File: config.mk
export PLATFORM = sky130hd
export DESIGN_NAME = regfile_wb_arbiter_flat
export DESIGN_NICKNAME = d
export VERILOG_FILES = /design/src/rtl/regfile_wb_arbiter_if.sv /design/src/rtl/regfile_wb_arbiter.sv /design/src/flat_wrapper.sv
export SDC_FILE = /design/constraint.sdc
export NUM_CORES = 1
export LEC_CHECK = 0
export ABC_AREA = 1
export BUFFER_PORTS_ARGS = -buffer_cell sky130_fd_sc_hd__clkbuf_2
export CORE_ASPECT_RATIO = 1.75
export CORE_UTILIZATION = 40
export DETAILED_ROUTE_END_ITERATION = 7
export HOLD_SLACK_MARGIN = 0.06
export PLACE_DENSITY = 0.67
export SKIP_LAST_GASP = 1
export SLEW_MARGIN = 25
export SYNTH_ARGS = -nofsm -noshare
export SYNTH_HDL_FRONTEND = slang
export SYNTH_SLANG_ARGS = --single-unit
File: constraint.sdc
create_clock -name clk -period 8.45 [get_ports clk]
set_clock_uncertainty 0.1 [all_clocks]
set_input_delay 1.69 -clock clk [delete_from_list [all_inputs] [get_ports clk]]
set_output_delay 1.69 -clock clk [all_outputs]
set_load 0.02 [all_outputs]
File: src/rtl/regfile_wb_arbiter_if.sv
`default_nettype none
// ============================================================================
// Module   : regfile_wb_arbiter_if
// Purpose  : Bundle of write-back requester handshake signals and the two
//            register-file write ports driven by regfile_wb_arbiter.
// Ports    : req_valid_i / req_addr_i / req_data_i  requester side (to arbiter)
//            req_ready_o                            per-requester accept
//            wa0_o/wd0_o/we0_o, wa1_o/wd1_o/we1_o   register-file write ports
//            init_done_o                            zero-init sequence finished
// Revision : 1.0  initial release
// ============================================================================
interface regfile_wb_arbiter_if #(
   parameter int WIDTH = 32,
   parameter int NREQ  = 3
);
   logic [NREQ-1:0]       req_valid_i;
   logic [NREQ*5-1:0]     req_addr_i;
   logic [NREQ*WIDTH-1:0] req_data_i;
   logic [NREQ-1:0]       req_ready_o;
   logic [4:0]            wa0_o;
   logic [4:0]            wa1_o;
   logic [WIDTH-1:0]      wd0_o;
   logic [WIDTH-1:0]      wd1_o;
   logic                  we0_o;
   logic                  we1_o;
   logic                  init_done_o;

   // Arbiter side
   modport slave (
      input  req_valid_i, req_addr_i, req_data_i,
      output req_ready_o, wa0_o, wa1_o, wd0_o, wd1_o, we0_o, we1_o, init_done_o
   );

   // Requester / register-file side
   modport master (
      output req_valid_i, req_addr_i, req_data_i,
      input  req_ready_o, wa0_o, wa1_o, wd0_o, wd1_o, we0_o, we1_o, init_done_o
   );
endinterface
`default_nettype wire

File: src/rtl/regfile_wb_arbiter.sv
`default_nettype none
// ============================================================================
// Module   : regfile_wb_arbiter
// Purpose  : Round-robin scheduler of NREQ write-back requesters onto the two
//            write ports of a banked 4r2w register file (port 0 / port 1 never
//            hit the same bank in one cycle). Clears r0..r31 after reset.
// Ports    : clk  - clock
//            rst  - asynchronous reset, active high
//            bus  - regfile_wb_arbiter_if.slave (requests, ready, write ports,
//                   init_done)
// Revision : 1.0  initial release
// ============================================================================
module regfile_wb_arbiter #(
   parameter int WIDTH     = 32,
   parameter int NREQ      = 3,
   parameter int INIT_ZERO = 1
) (
   input  logic                clk,
   input  logic                rst,
   regfile_wb_arbiter_if.slave bus
);
   localparam int           RRW    = $clog2(NREQ);
   localparam logic [RRW:0] c_nreq = (RRW+1)'(NREQ);

   localparam logic [0:0] c_ST_INIT = 1'b0;
   localparam logic [0:0] c_ST_RUN  = 1'b1;
   localparam logic [0:0] c_ST_RST  = (INIT_ZERO != 0) ? c_ST_INIT : c_ST_RUN;

   // State / control registers
   logic [0:0]       r_state;
   logic [3:0]       r_init_cnt;
   logic [RRW-1:0]   r_rr;
   logic             r_init_done;

   // Registered write ports
   logic             r_we0, r_we1;
   logic [4:0]       r_wa0, r_wa1;
   logic [WIDTH-1:0] r_wd0, r_wd1;

   // Combinational
   logic [0:0]       w_state_nxt;
   logic [3:0]       w_cnt_nxt;
   logic [RRW-1:0]   w_rr_nxt;
   logic [NREQ-1:0]  w_arb_rdy;
   logic             w_a_vld, w_b_vld;
   logic [RRW-1:0]   w_a_idx, w_b_idx;
   logic             w_run;
   logic             w_we0_nxt, w_we1_nxt;
   logic [4:0]       w_wa0_nxt, w_wa1_nxt;
   logic [WIDTH-1:0] w_wd0_nxt, w_wd1_nxt;

   logic [4:0]       w_addr [NREQ];
   logic [WIDTH-1:0] w_data [NREQ];

   for (genvar g = 0; g < NREQ; g++) begin : g_unpack
      assign w_addr[g] = bus.req_addr_i[5*g +: 5];
      assign w_data[g] = bus.req_data_i[WIDTH*g +: WIDTH];
   end

   // Reduce a value in 0..2*NREQ-1 to a requester index (mod NREQ).
   function automatic logic [RRW-1:0] f_wrap(input logic [RRW:0] v);
      logic [RRW:0] t;
      t = v;
      if (t >= c_nreq) t = t - c_nreq;
      return t[RRW-1:0];
   endfunction

   // Round-robin scan starting at r_rr. Slot A takes the first writer, slot B
   // the next writer in the opposite bank. Writes to r0 are acknowledged but
   // dropped; they only get through while nobody ahead of them has stalled,
   // so a stalled requester is never overtaken by an r0 discard behind it.
   always_comb begin : p_arb
      logic [RRW-1:0] w_idx;
      logic           w_stall;
      w_arb_rdy = '0;
      w_a_vld   = 1'b0;
      w_b_vld   = 1'b0;
      w_a_idx   = '0;
      w_b_idx   = '0;
      w_stall   = 1'b0;
      w_idx     = '0;
      for (int k = 0; k < NREQ; k++) begin
         w_idx = f_wrap({1'b0, r_rr} + (RRW+1)'(k));
         if (bus.req_valid_i[w_idx]) begin
            if (w_addr[w_idx] == 5'd0) begin
               if (!w_stall) w_arb_rdy[w_idx] = 1'b1;
            end else if (!w_a_vld) begin
               w_a_vld          = 1'b1;
               w_a_idx          = w_idx;
               w_arb_rdy[w_idx] = 1'b1;
            end else if (!w_b_vld && (w_addr[w_idx][0] != w_addr[w_a_idx][0])) begin
               w_b_vld          = 1'b1;
               w_b_idx          = w_idx;
               w_arb_rdy[w_idx] = 1'b1;
            end else begin
               w_stall = 1'b1;
            end
         end
      end
   end

   // FSM: state register
   always_ff @(posedge clk or posedge rst) begin : p_state
      if (rst) begin
         r_state     <= c_ST_RST;
         r_init_cnt  <= 4'd0;
         r_rr        <= '0;
         r_init_done <= 1'b0;
      end else begin
         r_state     <= w_state_nxt;
         r_init_cnt  <= w_cnt_nxt;
         r_rr        <= w_rr_nxt;
         r_init_done <= (r_state == c_ST_RUN);
      end
   end

   // FSM: next state
   always_comb begin : p_next
      w_state_nxt = r_state;
      w_cnt_nxt   = r_init_cnt;
      w_rr_nxt    = r_rr;
      case (r_state)
         c_ST_INIT: begin
            w_cnt_nxt = r_init_cnt + 4'd1;
            if (r_init_cnt == 4'd15) w_state_nxt = c_ST_RUN;
         end
         default: begin
            // Priority moves past the last granted slot-holder (B follows A in scan order).
            if (w_b_vld)      w_rr_nxt = f_wrap({1'b0, w_b_idx} + (RRW+1)'(1));
            else if (w_a_vld) w_rr_nxt = f_wrap({1'b0, w_a_idx} + (RRW+1)'(1));
         end
      endcase
   end

   // FSM: outputs
   always_comb begin : p_out
      // rst gate keeps ready low during reset when starting directly in RUN.
      w_run     = (r_state == c_ST_RUN) && !rst;
      w_we0_nxt = 1'b0;
      w_we1_nxt = 1'b0;
      w_wa0_nxt = r_wa0;
      w_wa1_nxt = r_wa1;
      w_wd0_nxt = r_wd0;
      w_wd1_nxt = r_wd1;
      if (r_state == c_ST_INIT) begin
         w_we0_nxt = 1'b1;
         w_we1_nxt = 1'b1;
         w_wa0_nxt = {r_init_cnt, 1'b0};
         w_wa1_nxt = {r_init_cnt, 1'b1};
         w_wd0_nxt = '0;
         w_wd1_nxt = '0;
      end else begin
         if (w_a_vld) begin
            w_we0_nxt = 1'b1;
            w_wa0_nxt = w_addr[w_a_idx];
            w_wd0_nxt = w_data[w_a_idx];
         end
         if (w_b_vld) begin
            w_we1_nxt = 1'b1;
            w_wa1_nxt = w_addr[w_b_idx];
            w_wd1_nxt = w_data[w_b_idx];
         end
      end
   end

   always_ff @(posedge clk or posedge rst) begin : p_ports
      if (rst) begin
         r_we0 <= 1'b0;
         r_we1 <= 1'b0;
         r_wa0 <= '0;
         r_wa1 <= '0;
         r_wd0 <= '0;
         r_wd1 <= '0;
      end else begin
         r_we0 <= w_we0_nxt;
         r_we1 <= w_we1_nxt;
         r_wa0 <= w_wa0_nxt;
         r_wa1 <= w_wa1_nxt;
         r_wd0 <= w_wd0_nxt;
         r_wd1 <= w_wd1_nxt;
      end
   end

   assign bus.req_ready_o = w_run ? w_arb_rdy : '0;
   assign bus.we0_o       = r_we0;
   assign bus.we1_o       = r_we1;
   assign bus.wa0_o       = r_wa0;
   assign bus.wa1_o       = r_wa1;
   assign bus.wd0_o       = r_wd0;
   assign bus.wd1_o       = r_wd1;
   assign bus.init_done_o = r_init_done;

endmodule
`default_nettype wire

File: src/flat_wrapper.sv
// flat-port wrapper written by rule: the top's interface ports become plain ports
module regfile_wb_arbiter_flat 
#(
   parameter int WIDTH     = 32,
   parameter int NREQ      = 3,
   parameter int INIT_ZERO = 1
)
  (clk, rst, bus_req_valid_i, bus_req_addr_i, bus_req_data_i, bus_req_ready_o, bus_wa0_o, bus_wa1_o, bus_wd0_o, bus_wd1_o, bus_we0_o, bus_we1_o, bus_init_done_o);
  regfile_wb_arbiter_if #(.WIDTH(WIDTH), .NREQ(NREQ)) bus_i ();
  input  logic clk;
  input  logic rst;
  input wire logic [$bits(bus_i.req_valid_i)-1:0] bus_req_valid_i;
  input wire logic [$bits(bus_i.req_addr_i)-1:0] bus_req_addr_i;
  input wire logic [$bits(bus_i.req_data_i)-1:0] bus_req_data_i;
  output wire logic [$bits(bus_i.req_ready_o)-1:0] bus_req_ready_o;
  output wire logic [$bits(bus_i.wa0_o)-1:0] bus_wa0_o;
  output wire logic [$bits(bus_i.wa1_o)-1:0] bus_wa1_o;
  output wire logic [$bits(bus_i.wd0_o)-1:0] bus_wd0_o;
  output wire logic [$bits(bus_i.wd1_o)-1:0] bus_wd1_o;
  output wire logic [$bits(bus_i.we0_o)-1:0] bus_we0_o;
  output wire logic [$bits(bus_i.we1_o)-1:0] bus_we1_o;
  output wire logic [$bits(bus_i.init_done_o)-1:0] bus_init_done_o;
  assign bus_i.req_valid_i = bus_req_valid_i;
  assign bus_i.req_addr_i = bus_req_addr_i;
  assign bus_i.req_data_i = bus_req_data_i;
  assign bus_req_ready_o = bus_i.req_ready_o;
  assign bus_wa0_o = bus_i.wa0_o;
  assign bus_wa1_o = bus_i.wa1_o;
  assign bus_wd0_o = bus_i.wd0_o;
  assign bus_wd1_o = bus_i.wd1_o;
  assign bus_we0_o = bus_i.we0_o;
  assign bus_we1_o = bus_i.we1_o;
  assign bus_init_done_o = bus_i.init_done_o;
  regfile_wb_arbiter #(.WIDTH(WIDTH), .NREQ(NREQ), .INIT_ZERO(INIT_ZERO)) u_core (.clk(clk), .rst(rst), .bus(bus_i));
endmodule
==> metrics.txt, run 1 <==
Longest Clk Path Bufs=2; # port buffers=195; relative max-transition margin=0.324; clock insertion delay at the later pin of the skew report=around 0.33 ns; Hold-fix buffers, CTS=0; total area of multi-input combinational cells=0.00286 mm^2; placed cell area=0.00635 mm^2; number of top-level pins=196; mapped cell area=0.00537 mm^2; Setup TNS=0 ns; Critical Path AT=about 3.8 ns; number of max-cap violations=0; hold violation count in the final report=0; sequential standard cell area=0.00210 mm^2; starting density of the core=0.413; Setup Fix Bufs, Post-CTS=0; clock tree from TritonCTS=yes; outcome=complete, no violations; setup repair after global routing missed its margin=false; width of the chip=89.6 um; average wire length per cell after detail routing=~18 um; number of antenna violations at the first check in global routing=0; vias in the first global route=between 5000 and 6000; number of antenna cells inserted=0; clock transition at the registers of the reported paths=about 0.060 ns; category of the critical setup timing path=in -> out; clock tree sinks=between 80 and 90; worst reg2reg path endpoint=u_core.bus.wd0_o[13]; detailed-route wire length=19000 um; fin crit period=between 5 and 6 ns; root cell of the clock tree=sky130_fd_sc_hd__clkbuf_16; per-instance average area after synthesis=7.64 um^2; remaining antenna violation count=0; class of the tightest hold or removal check=reg -> reg; Final #Nets=993; grt total ovfl=0; maximum number of pins on one net before global-route repair=57; CP endpoint kind=primary output; floorplan row count=55; number of DRC violations after detailed routing=0; first-iteration detailed-routing DRC count=~290; first-pass GRT wire length=28900 um; worst-path fanout max=5; count of warnings emitted by yosys=0; number of buffers added by the clock tree synthesis step=9; final setup vio count=0; ratio of cells with drive above 1 in the final layout=0.309; R2R setup slack=around 4.1 ns; library cell contributing the largest single delay on the critical path=sky130_fd_sc_hd__or3b_2; post-cts sizing count=0; CTS H-tree lvls=3; first-pass iteration count of the detailed router=5; critical hold path startpoint=u_core.bus.wd1_o[23]; routability cong.=about 0.92; HPWL after detailed placement=13000 um; number of filler cells placed in the layout=1357; ordered list of cells on the worst path=clkbuf_2, nor2_1, nand3_1, nand3b_1, nand2_2, nand3_4, nand2_1, nand3_2, nand3_1, nand2_1, nand2_1, or3b_2, nand3_1, a21oi_1, clkbuf_2; maximum frequency from static timing analysis=180 MHz; full die area=0.0139 mm^2; total global-route track usage=0.275; Final Cell Area=roughly 0.0066 mm^2; final-report max-slew violation count=0; drt via density=5.51; Seq/Total Area, Yosys=0.391; number of instances in the synthesized netlist=703; post-route fraction of the period consumed by the critical path=0.658; Worst R2R Start=u_core.r_rr[0]; number of stages on the worst hold path=2; r2r worst-path depth=17; element type at the critical path start=input pin; area inside the core boundary=0.0130 mm^2; Die Height=around 160 um; Layout area overhead=23.8%; transition time of the tightest slew-check pin=~1.0 ns; delay of the slowest cell on the worst path=0.48 ns; Worst Hold Path EP=u_core.bus.wd1_o[23]; routed vias=5772; data required time at the worst endpoint=6.66 ns; number of distinct library cells after synthesis=44; synthesized flop and latch total=84; number of nets produced by synthesis=825
worst max-delay path, delay by kind of cell:
| kind | cells | cell delay (ns) |
|---|---|---|
| and+or+nand+nor | 12 | 1.77 |
| buffers and inverters | 2 | 0.26 |
| AOI/OAI and AO/OA | 1 | 0.07 |
flip-flops by register name, summed over array words and instances (netlist names):
signal and flops:
u_core.bus.init_done_o 1, u_core.bus.wa0_o 5, u_core.bus.wa1_o 5, u_core.bus.wd0_o 32, u_core.bus.wd1_o 32, u_core.bus.we0_o 1
u_core.bus.we1_o 1, u_core.r_init_cnt 4, u_core.r_rr 2, u_core.r_state 1
through the flow:
stage	setup slack, ns	util	cells	hold slack [ns]
2_1_floorplan	2.51	-	703	0.279
3_3_place_gp	2.96	0.489	1031	0.369
3_5_place_dp	2.93	0.489	1031	0.378
4_1_cts	2.92	0.511	1047	0.393
5_1_grt	2.73	0.511	1047	0.400
6_report	2.89	0.511	1047	0.388
cell families after synthesis:
family	after synthesis	share of synthesized area
simple gates	352	0.298
compound gates	175	0.216
buf+inv	84	0.0778
flops	84	0.391
fa+ha+maj	6	0.0140
xor+xnor	2	0.00326
placed cells by master, fill, tap and decap left out, types with 3 or more instances in the layout:
cell                        netlist  routed
sky130_fd_sc_hd__a32o_1          33      33
sky130_fd_sc_hd__nand2_2         10      10
sky130_fd_sc_hd__nand4_1          5       5
sky130_fd_sc_hd__buf_4            4       6
sky130_fd_sc_hd__nor2_4           2       3
sky130_fd_sc_hd__o21ai_1         64      64
sky130_fd_sc_hd__a21oi_1         15      15
sky130_fd_sc_hd__nand2_4          4       4
sky130_fd_sc_hd__clkbuf_2         0     195
sky130_fd_sc_hd__ha_1             6       6
sky130_fd_sc_hd__nor2_1          30      29
sky130_fd_sc_hd__inv_1           24      23
sky130_fd_sc_hd__o22ai_2          6       6
sky130_fd_sc_hd__clkbuf_16        0       9
sky130_fd_sc_hd__o21ai_0         19      19
sky130_fd_sc_hd__clkinv_4         1       3
sky130_fd_sc_hd__nand3_2          7       7
sky130_fd_sc_hd__o22ai_1         28      28
sky130_fd_sc_hd__a22oi_1          3       3
sky130_fd_sc_hd__nand3_1         69      69
sky130_fd_sc_hd__clkinv_2         0       3
sky130_fd_sc_hd__dfrtp_1         84      84
sky130_fd_sc_hd__inv_2           12      12
sky130_fd_sc_hd__nand2_1        216     216
Yosys cell counts, drive strengths merged:
cell type    n  area, um^2
inv         37         141
o22ai       34         250
nor2        33         141
clkbuf      18        71.3
a31oi        2        12.5
or2          1        6.26
nor3         2        21.3
a21oi       16        91.3
a32oi        1        8.76
a22oi        3        22.5
xnor2        1        8.76
clkinv       3        16.3
nand4        6        43.8
o21ai       84         424
nand2      230         918
or3b         1        8.76
nand3b       1        7.51
a32o        33         330
dfrtp       84        2100
nand3       78         450
o21a         1        7.51
buf         26         189
xor2         1        8.76
o211ai       1        12.5
ha           6        75.1
how the worst max path moves through the flow:
stage,from,endpoint,slack (ns),cells after the start
floorplan,rst,bus_req_ready_o[0],2.51,3
global placement,bus_req_addr_i[13],bus_req_ready_o[0],2.96,15
detailed placement,bus_req_addr_i[13],bus_req_ready_o[2],2.93,15
CTS,bus_req_addr_i[13],bus_req_ready_o[2],2.92,15
global route,bus_req_addr_i[13],bus_req_ready_o[0],2.73,15
finish,bus_req_addr_i[13],bus_req_ready_o[2],2.89,15
per-layer routing:
metal | wire length (um) | vias to the layer above | global-route usage
met5 | 0 | - | 0
met4 | 732 | 0 | 0.154
met3 | 948 | 46 | 0.0408
met2 | 10200 | 227 | 0.494
met1 | 7200 | 2735 | 0.298
li1 | - | 2764 | -
area by class of cell:
cell class,instances,area share
repair buffers,201,0.154
inverters,40,0.0239
well taps,171,0.0322
clock buffers,10,0.0344
multi-input cells,535,0.430
flip-flops and latches,84,0.316
clock inverters,6,0.00979
Power of run 1 is left out: the tool's default activity adds up to more than one toggle a clock period on the data nets, which glitch-free logic cannot reach.
==> inputs of run 2 (changes only) <==
==> constraint.sdc (replaced) <==
create_clock -name clk -period 5.5 [get_ports clk]
set_clock_uncertainty 0.1 [all_clocks]
set_input_delay 1.1 -clock clk [delete_from_list [all_inputs] [get_ports clk]]
set_output_delay 1.1 -clock clk [all_outputs]
set_load 0.02 [all_outputs]
==> run 2 against run 1 <==
Against the previous run:
- core utilization is 0.18 points higher
- critical path depth rose by 2
- clock-buffer cell count stayed put
==> metrics.txt, run 2 (synthesized netlist as in run 1, its figures left out) <==
element type at the critical path start=flop (was input pin); number of top-level pins=196 (unchanged); Final Cell Area=0.00667 mm^2 (was 0.00665 mm^2); CP endpoint kind=primary output (unchanged); vias in the first global route=5680 (was 5738); remaining antenna violation count=0 (unchanged); post-route fraction of the period consumed by the critical path=0.818; worst-path fanout max=12 (was 5); class of the tightest hold or removal check=reg -> reg (unchanged); final setup vio count=0 (unchanged); routed vias=5838 (was 5772); hold violation count in the final report=0 (unchanged); number of buffers added by the clock tree synthesis step=9 (unchanged); placed cell area=0.00637 mm^2 (was 0.00635 mm^2); area inside the core boundary=0.0130 mm^2 (unchanged); number of antenna cells inserted=0 (unchanged); delay of the slowest cell on the worst path=0.56 ns (was 0.48 ns); first-iteration detailed-routing DRC count=291 (was 288); first-pass iteration count of the detailed router=5 (unchanged); relative max-transition margin=0.319 (was 0.324); root cell of the clock tree=sky130_fd_sc_hd__clkbuf_16 (unchanged); outcome=complete, no violations (unchanged); number of max-cap violations=0 (unchanged); leading cell types in the layout, fill and taps excluded=216 x sky130_fd_sc_hd__nand2_1, 195 x sky130_fd_sc_hd__clkbuf_2, 84 x sky130_fd_sc_hd__dfrtp_1 (unchanged); maximum number of pins on one net before global-route repair=56 (was 57); post-cts sizing count=0 (unchanged); ordered list of cells on the worst path=inv_1, ha_1, inv_1, nor2_1, nand2_1, nand3_1, nand2_2, nand3_4, nand2_4, o21ai_1, nand3_1, nand2_2, nand2_1, nand3_1, nand4_1, a21oi_1, clkbuf_2 (was clkbuf_2, nor2_1, nand3_1, nand3b_1, nand2_2, nand3_4, nand2_1, nand3_2, nand3_1, nand2_1, nand2_1, or3b_2, nand3_1, a21oi_1, clkbuf_2); total global-route track usage=0.283 (was 0.275); cell with the most instances on the worst path=sky130_fd_sc_hd__nand3_1; clock transition at the registers of the reported paths=0.06 ns (about the same); detailed-route wire length=19500 um (was 19000 um); clock tree sinks=84 (unchanged); grt total ovfl=0 (unchanged); setup repair after global routing missed its margin=false (unchanged); CTS H-tree lvls=3 (unchanged); clock tree from TritonCTS=yes (unchanged); Longest Clk Path Bufs=2 (unchanged); data required time at the worst endpoint=4.30 ns (was 6.66 ns); Critical Path AT=3.30 ns (was 3.77 ns); final-report max-slew violation count=0 (unchanged); Setup TNS=0 ns (unchanged); fin crit period=4.50 ns; library cell contributing the largest single delay on the critical path=sky130_fd_sc_hd__ha_1 (was sky130_fd_sc_hd__or3b_2); # port buffers=195 (unchanged); HPWL after detailed placement=13300 um (was 13000 um); width of the chip=89.6 um (unchanged); full die area=0.0139 mm^2 (unchanged); transition time of the tightest slew-check pin=1.02 ns (was 1.01 ns); number of antenna violations at the first check in global routing=0 (unchanged); category of the critical setup timing path=reg -> out (was in -> out); Die Height=155 um (unchanged); starting density of the core=0.413 (unchanged); ratio of cells with drive above 1 in the final layout=0.312 (was 0.309); Hold-fix buffers, CTS=0 (unchanged); drt via density=5.57 (was 5.51); first-pass GRT wire length=29500 um (was 28900 um); average wire length per cell after detail routing=18.6 um (was 18.2 um); final-layout worst hold slack=0.388 ns (about the same); floorplan row count=55 (unchanged); routability cong.=0.935 (was 0.920); most common cell after layout, fill and taps aside=sky130_fd_sc_hd__nand2_1 (unchanged); Final #Nets=995 (was 993); clock insertion delay at the later pin of the skew report=0.34 ns (was 0.33 ns); Layout area overhead=24.2% (was 23.8%); maximum frequency from static timing analysis=222 MHz; number of DRC violations after detailed routing=0 (unchanged); Setup Fix Bufs, Post-CTS=0 (unchanged); number of filler cells placed in the layout=1359 (was 1357)
run 2: path summary, 6_finish.rpt:
check	start	slack, ns	cells past startpoint	to
max	u_core.r_rr[0]	1.0	17	bus_req_ready_o[0]
min	u_core.bus.wd0_o[14]	0.39	1	u_core.bus.wd0_o[14]
max reg2reg	u_core.r_rr[0]	1.40	19	u_core.bus.wd1_o[30]
min reg2reg	u_core.bus.wd0_o[14]	0.39	1	u_core.bus.wd0_o[14]
max in group asynchronous	rst	3.46	3	u_core.bus.wd0_o[1]
min in group asynchronous	rst	0.67	2	u_core.bus.wd1_o[26]
run 2: metal layers:
layer  global-route usage  routed length (um)
met2                0.514               10400
met3               0.0371                 986
met4                0.153                 935
met1                0.306                7210
met5                    0                   0
run 2: cell type report:
class                   count  area [um^2]  share of cell area
multi-input cells         535         2860               0.428
flip-flops and latches     84         2100               0.315
repair buffers            203         1040               0.155
clock buffers              10          239              0.0358
well taps                 171          214              0.0321
inverters                  40          159              0.0238
clock inverters             6         63.8             0.00956
run 2: stage by stage:
stage               std cells  setup WS (ns)   util
floorplan                 703          0.742      -
global placement         1033           1.21  0.490
detailed placement       1033           1.18  0.490
CTS                      1049           1.05  0.513
global route             1049          0.691  0.513
finish                   1049           1.00  0.513
run 2: worst max-delay path, delay by kind of cell (launching register included):
| kind | cells | cell delay [ns] |
|---|---|---|
| flip-flops | 1 | 0.39 |
| adder cells (fa/ha/maj) | 1 | 0.56 |
| AO/OA/AOI/OAI | 2 | 0.31 |
| AND/OR/NAND/NOR | 11 | 1.18 |
| buffers and inverters | 3 | 0.52 |
Power of run 2 is left out for the same reason.
